### config.mk
export PLATFORM = sky130hd
export DESIGN_NAME = du_scheduler
export DESIGN_NICKNAME = d
export VERILOG_FILES = /design/src/rtl/du_sched_pkg.sv /design/src/rtl/du_scheduler_rr_arbiter.sv /design/src/rtl/du_scheduler.sv
export SDC_FILE = /design/constraint.sdc
export NUM_CORES = 1
export LEC_CHECK = 0
export ABC_AREA = 1
export CORE_AREA = 2 2 182 184
export DETAILED_ROUTE_END_ITERATION = 10
export DIE_AREA = 0 0 184 186
export PLACE_DENSITY = 0.69
export SLEW_MARGIN = 0
export SYNTH_ARGS = -nofsm -noshare
export SYNTH_HDL_FRONTEND = slang
export SYNTH_SLANG_ARGS = --single-unit
### constraint.sdc
create_clock -name clk -period 4.4 [get_ports clk]
set_clock_uncertainty 0.15 [all_clocks]
set_input_delay 0.44 -clock clk [delete_from_list [all_inputs] [get_ports clk]]
set_output_delay 0.44 -clock clk [all_outputs]
set_load 0.03 [all_outputs]
### src/rtl/du_sched_pkg.sv
// du_sched_pkg: shared types and defaults for the GELU Division Unit scheduler.
package du_sched_pkg;

  // Default pipeline depth of the shared Division Unit.
  localparam int DU_LAT_DEF = 5;

  // Tag id field is sized for up to 256 lanes; unused upper bits stay zero.
  localparam int TAG_ID_W = 8;

  // One in-flight operation: valid flag plus owning lane.
  typedef struct packed {
    logic                v;
    logic [TAG_ID_W-1:0] id;
  } tag_t;

  // Flush sequencing states.
  typedef enum logic [1:0] {
    RUN   = 2'd0,
    DRAIN = 2'd1,
    DONE  = 2'd2
  } sched_state_e;

endpackage

### src/rtl/du_scheduler_rr_arbiter.sv
// rr_arbiter: combinational round-robin picker. Grants the first requesting
// index found searching upward from ptr and wrapping N-1 -> 0.
module rr_arbiter #(
  parameter int N = 4,
  localparam int PW = (N > 1) ? $clog2(N) : 1
) (
  input  logic [N-1:0]  req,
  input  logic [PW-1:0] ptr,
  output logic [N-1:0]  grant
);

  logic [PW-1:0] idx_s;
  logic          found_s;

  // Walk lanes from ptr upward; the first requester takes the one-hot grant.
  always_comb begin
    grant   = '0;
    found_s = 1'b0;
    idx_s   = '0;
    for (int k = 0; k < N; k++) begin
      idx_s        = PW'((int'(ptr) + k) % N);
      grant[idx_s] = grant[idx_s] | (req[idx_s] & ~found_s);
      found_s      = found_s | req[idx_s];
    end
  end

endmodule

### src/rtl/du_scheduler.sv
// du_scheduler: shares one pipelined GELU Division Unit between N_REQ lanes.
// Round-robin issue, tag pipe for result routing, one-hot responses and a
// flush/drain sequence. Optional per-lane grant statistics are compiled in
// with the macro DU_SCHED_STATS_EN; without it stat_grants reads zero.
module du_scheduler
  import du_sched_pkg::*;
#(
  parameter int N_REQ  = 4,
  parameter int W      = 32,
  parameter int DU_LAT = DU_LAT_DEF
) (
  input  logic               clk,
  input  logic               rst,
  input  logic [N_REQ-1:0]   req_valid,
  output logic [N_REQ-1:0]   req_ready,
  input  logic [N_REQ*W-1:0] req_F,
  input  logic [N_REQ*W-1:0] req_s_xi,
  output logic               du_valid_in,
  output logic [W-1:0]       du_F,
  output logic [W-1:0]       du_s_xi,
  input  logic               du_valid_out,
  input  logic [W-1:0]       du_exponent,
  input  logic               du_result_sign,
  output logic [N_REQ-1:0]   rsp_valid,
  output logic [W-1:0]       rsp_exponent,
  output logic               rsp_sign,
  input  logic               flush_req,
  output logic               flush_done,
  output logic               busy,
  output logic               err_tag,
  input  logic               stat_clr,
  output logic [N_REQ*16-1:0] stat_grants
);

  localparam int ID_W  = $clog2(N_REQ);
  localparam int CNT_W = $clog2(DU_LAT + 3);

  sched_state_e      state_r, state_s;
  logic              parked_r, parked_s;
  logic [ID_W-1:0]   rr_ptr_r;
  logic [ID_W-1:0]   gnt_id_s;
  logic [ID_W-1:0]   issue_id_r;
  logic [N_REQ-1:0]  grant_s;
  logic [N_REQ-1:0]  tail_onehot_s;
  logic              xfer_s;
  logic              rsp_any_s;
  tag_t              tag_pipe_r [DU_LAT];
  tag_t              tail_s;
  logic [CNT_W-1:0]  inflight_r, inflight_s;

  rr_arbiter #(.N(N_REQ)) u_arb (
    .req   (req_valid),
    .ptr   (rr_ptr_r),
    .grant (grant_s)
  );

  // Grants are only exposed while running and not asked to flush.
  always_comb begin
    if ((state_r == RUN) && !flush_req) begin
      req_ready = grant_s;
    end else begin
      req_ready = '0;
    end
  end

  assign xfer_s     = |(req_valid & req_ready);
  assign rsp_any_s  = |rsp_valid;
  assign tail_s     = tag_pipe_r[DU_LAT-1];
  assign busy       = (inflight_r != '0) | rsp_any_s;
  assign flush_done = (state_r == DONE);

  // Encode the one-hot grant into a lane id and the tail tag into a one-hot strobe.
  always_comb begin
    gnt_id_s = '0;
    for (int i = 0; i < N_REQ; i++) begin
      gnt_id_s = gnt_id_s | (grant_s[i] ? ID_W'(i) : '0);
    end
    tail_onehot_s = {{(N_REQ-1){1'b0}}, 1'b1} << tail_s.id;
  end

  // In-flight count spans handshake up to the response strobe.
  always_comb begin
    case ({xfer_s, rsp_any_s})
      2'b10:   inflight_s = inflight_r + CNT_W'(1);
      2'b01:   inflight_s = inflight_r - CNT_W'(1);
      default: inflight_s = inflight_r;
    endcase
  end

  // Flush sequencing: drain completes as soon as nothing will be outstanding next cycle.
  always_comb begin
    state_s  = state_r;
    parked_s = parked_r;
    case (state_r)
      RUN: begin
        if (flush_req) begin
          state_s = (inflight_s == '0) ? DONE : DRAIN;
        end else begin
          state_s = RUN;
        end
      end
      DRAIN: begin
        if (parked_r) begin
          if (!flush_req) begin
            state_s  = RUN;
            parked_s = 1'b0;
          end else begin
            state_s = DRAIN;
          end
        end else if (inflight_s == '0) begin
          state_s = DONE;
        end else begin
          state_s = DRAIN;
        end
      end
      DONE: begin
        if (flush_req) begin
          state_s  = DRAIN;
          parked_s = 1'b1;
        end else begin
          state_s = RUN;
        end
      end
      default: begin
        state_s  = RUN;
        parked_s = 1'b0;
      end
    endcase
  end

  // Issue registers, tag pipe, response routing, counters and FSM state.
  always_ff @(posedge clk) begin
    if (rst) begin
      state_r      <= RUN;
      parked_r     <= 1'b0;
      rr_ptr_r     <= '0;
      issue_id_r   <= '0;
      du_valid_in  <= 1'b0;
      du_F         <= '0;
      du_s_xi      <= '0;
      rsp_valid    <= '0;
      rsp_exponent <= '0;
      rsp_sign     <= 1'b0;
      err_tag      <= 1'b0;
      inflight_r   <= '0;
      for (int k = 0; k < DU_LAT; k++) begin
        tag_pipe_r[k] <= '0;
      end
    end else begin
      state_r     <= state_s;
      parked_r    <= parked_s;
      inflight_r  <= inflight_s;
      du_valid_in <= xfer_s;
      if (xfer_s) begin
        du_F       <= req_F[int'(gnt_id_s)*W +: W];
        du_s_xi    <= req_s_xi[int'(gnt_id_s)*W +: W];
        issue_id_r <= gnt_id_s;
        rr_ptr_r   <= ID_W'((int'(gnt_id_s) + 1) % N_REQ);
      end
      tag_pipe_r[0] <= '{v: du_valid_in, id: TAG_ID_W'(issue_id_r)};
      for (int k = 1; k < DU_LAT; k++) begin
        tag_pipe_r[k] <= tag_pipe_r[k-1];
      end
      // Only a result matched by a live tag is delivered; orphans are dropped.
      if (tail_s.v && du_valid_out) begin
        rsp_valid    <= tail_onehot_s;
        rsp_exponent <= du_exponent;
        rsp_sign     <= du_result_sign;
      end else begin
        rsp_valid <= '0;
      end
      if (tail_s.v != du_valid_out) begin
        err_tag <= 1'b1;
      end
    end
  end

`ifdef DU_SCHED_STATS_EN
  logic [15:0] stat_cnt_r [N_REQ];

  // Per-lane saturating grant counters; clear beats a same-cycle increment.
  always_ff @(posedge clk) begin
    if (rst || stat_clr) begin
      for (int i = 0; i < N_REQ; i++) begin
        stat_cnt_r[i] <= 16'd0;
      end
    end else begin
      for (int i = 0; i < N_REQ; i++) begin
        if (req_valid[i] && req_ready[i] && (stat_cnt_r[i] != 16'hFFFF)) begin
          stat_cnt_r[i] <= stat_cnt_r[i] + 16'd1;
        end
      end
    end
  end

  // Pack counters onto the flat statistics bus.
  always_comb begin
    stat_grants = '0;
    for (int i = 0; i < N_REQ; i++) begin
      stat_grants[i*16 +: 16] = stat_cnt_r[i];
    end
  end
`else
  logic unused_stat_clr;
  assign unused_stat_clr = stat_clr;
  assign stat_grants     = '0;
`endif

endmodule

==> metrics <==
status=finished, final reports clean; Sequential Power Share=15.1%; GR Util All Layers=17.3%; Max-Cap Viols=0; vias per cell=4.31; Syn Area/Cell=5.80 um^2; initial core utilization=27.8%; CTS sink cnt=128; antenna viol nets, final=0; total setup buffers inserted after CTS=0; total design power=0.0102 W; number of diodes=0; Rows=66; Hold Vio Cnt, Final=0; asr flop ratio synth=0%; worst vdd ir=0.000396 V; Pre-antenna DRT Iters=5; FF-to-FF Start=rr_ptr_r[0]; Die H=186 um; Placed Area=13000 um^2; Worst-Skew Late Latency=420 ps; Post-synth EDFFs=0; period utilization=94.0%; reg2reg setup slack=270 ps; crit path capture type=flop; Remaining Overflow, GRT=0; Hold-fix buffers, CTS=0; H-tree levels=4; hold_ws=239 ps; hpwl dp=23.1 mm; first-pass GRT wire length=46.8 mm; most frequent cells in the layout=nand2_1, clkdlybuf4s50_1, inv_1, nor2_1, nand3_1; routability congestion estimate from global placement=0.871; PortBufs=405; largest net degree at the start of global routing=87; area delta synth->final=52.5%; share of layout cells above drive strength 1=3.97%; final worst slack=266 ps; Comb power frac=70.6%; YS warnings=0; Setup Total Neg Slack=0 ps; pre-CTS setup slack=-198 ps; Core Footprint=32200 um^2; critical path type=reg2reg; crit-path max cell delay=360 ps; CTS Buf Count=17; Leakage=6.94 nW; most used cell, CP=nand3_1; Top FF cell, synth=dfxtp_1; worst-path fanout max=13; post-synthesis register bit count=128; Critical Path Source Type=flop; Slew HR=34.6%; min Tclk post-route=4130 ps; Hold Crit Class=reg2reg; die width=184 um; pwr dens=747 nW/um^2; sequential area share after synthesis=28.6%; root buf cell=clkbuf_16; Syn Inst Count=1546; synthesized cell area=8960 um^2; Ports=471; start point of the worst hold path=tag_pipe_r[0][0]; Int Pwr=0.00465 W; vias in the first global route=9169; Residual DRC=0; Worst path slowest cell=fa_2; DR iter-0 viols=639; Final setup viols=0; arrival time at the worst endpoint=4310 ps; Fmax achieved=242 MHz; Req. time, crit path=4570 ps; most common cell after layout, fill and taps aside=nand2_1; Clock Power Share=14.3%; initial antenna violation count=0; Bufs on Longest Clock Path=2; Worst-Margin Slew=980 ps; Max Slew Vio Count=0; wire per inst=13.3 um; post-route cell area=13700 um^2; net switching power=0.00556 W; Resized cells post-CTS=2; Sw Ratio=54.5%; CTS tree=done; crit path from=rr_ptr_r[0]; Post-Route WL=30.8 mm; layout net count=2212; via count=10000; Die Area=34200 um^2; # fillers=3331; Worst-path clk slew=70 ps; synth unique cells=31
-- synth_stat cells (2+ instances only) --
library cell  number  area share (%)
inv_1            296              12
buf_6              2            0.25
inv_2              2           0.084
nand3b_1          66             5.5
nand2_1          425              18
nand3_2            2            0.22
nand4_1            8            0.56
buf_4             80             6.7
a21oi_1            8            0.45
buf_2             39             2.2
ha_1              10             1.4
o21ai_1            2            0.11
buf_1              5            0.21
clkbuf_1          22            0.92
nand3_1          159             8.9
dfxtp_1          128              29
nand2_2            8            0.56
nor2_1           228             9.6
o21ai_0           44             2.5
-- critical path: cells and delay by family (launching register included) --
| kind | cells | cell delay [ps] |
|---|---|---|
| compound gates | 4 | 470 |
| xor+xnor | 1 | 150 |
| fa+ha+maj | 3 | 780 |
| buf+inv | 4 | 380 |
| flops | 1 | 340 |
| simple gates | 17 | 1750 |
-- through the flow --
step | util (%) | cells
3_5_place_dp | 40.5 | 2292
3_3_place_gp | 40.5 | 2292
4_1_cts | 42.3 | 2324
6_report | 42.4 | 2324
5_1_grt | 42.4 | 2324
2_1_floorplan | - | 1609
-- path summary, 6_finish.rpt --
check,to,cells after the start
min,tag_pipe_r[0][9],2
min reg2reg,tag_pipe_r[0][9],2
max reg2reg,state_r[0],29
max,state_r[0],29
-- routing by layer --
metal  vias up  global-route usage (%)  wire (um)
met3        34                    5.44       2780
met5         -                       0          0
met2       386                    31.2      15500
met1      4421                    19.7      12100
met4         0                    4.38        465
li1       5180                       -          -
-- registers in the layout, summed over array words and instances, names as in the netlist --
signal	cells
err_tag	1
rsp_sign	1
issue_id_r	2
rr_ptr_r	2
du_F	32
du_s_xi	32
state_r	2
rsp_exponent	32
inflight_r	3
tag_pipe_r	15
rsp_valid	4
parked_r	1
du_valid_in	1
-- power groups by stage --
stage | sequential (W) | combinational [W] | clock, W
global placement | 0.00156 | 0.00720 | 0
finish | 0.00155 | 0.00720 | 0.00146
CTS | 0.00154 | 0.00728 | 0.00152
detailed placement | 0.00157 | 0.00726 | 0
floorplan | 0.00194 | 0.00491 | 0
global route | 0.00158 | 0.00814 | 0.00157
-- layout make-up --
| cell class | instances | area (um^2) | area share, % |
|---|---|---|---|
| Clock buffer | 17 | 425 | 3.11 |
| Inverter | 298 | 1120 | 8.21 |
| Clock inverter | 15 | 163 | 1.19 |
| Sequential cell | 128 | 2570 | 18.8 |
| Timing Repair Buffer | 423 | 4250 | 31.1 |
| Multi-Input combinational cell | 1035 | 4630 | 33.9 |
| Tap cell | 408 | 510 | 3.74 |
-- logic make-up after synthesis --
group | share of synthesized area, %
AO/OA/AOI/OAI | 3.18
XOR/XNOR | 0.196
adder cells (fa/ha/maj) | 1.62
buffers and inverters | 22.7
flip-flops | 28.6
multiplexers | 0.112
other | 0.0419
AND/OR/NAND/NOR | 43.5
Note: power is estimated with default switching activity, not from simulation.
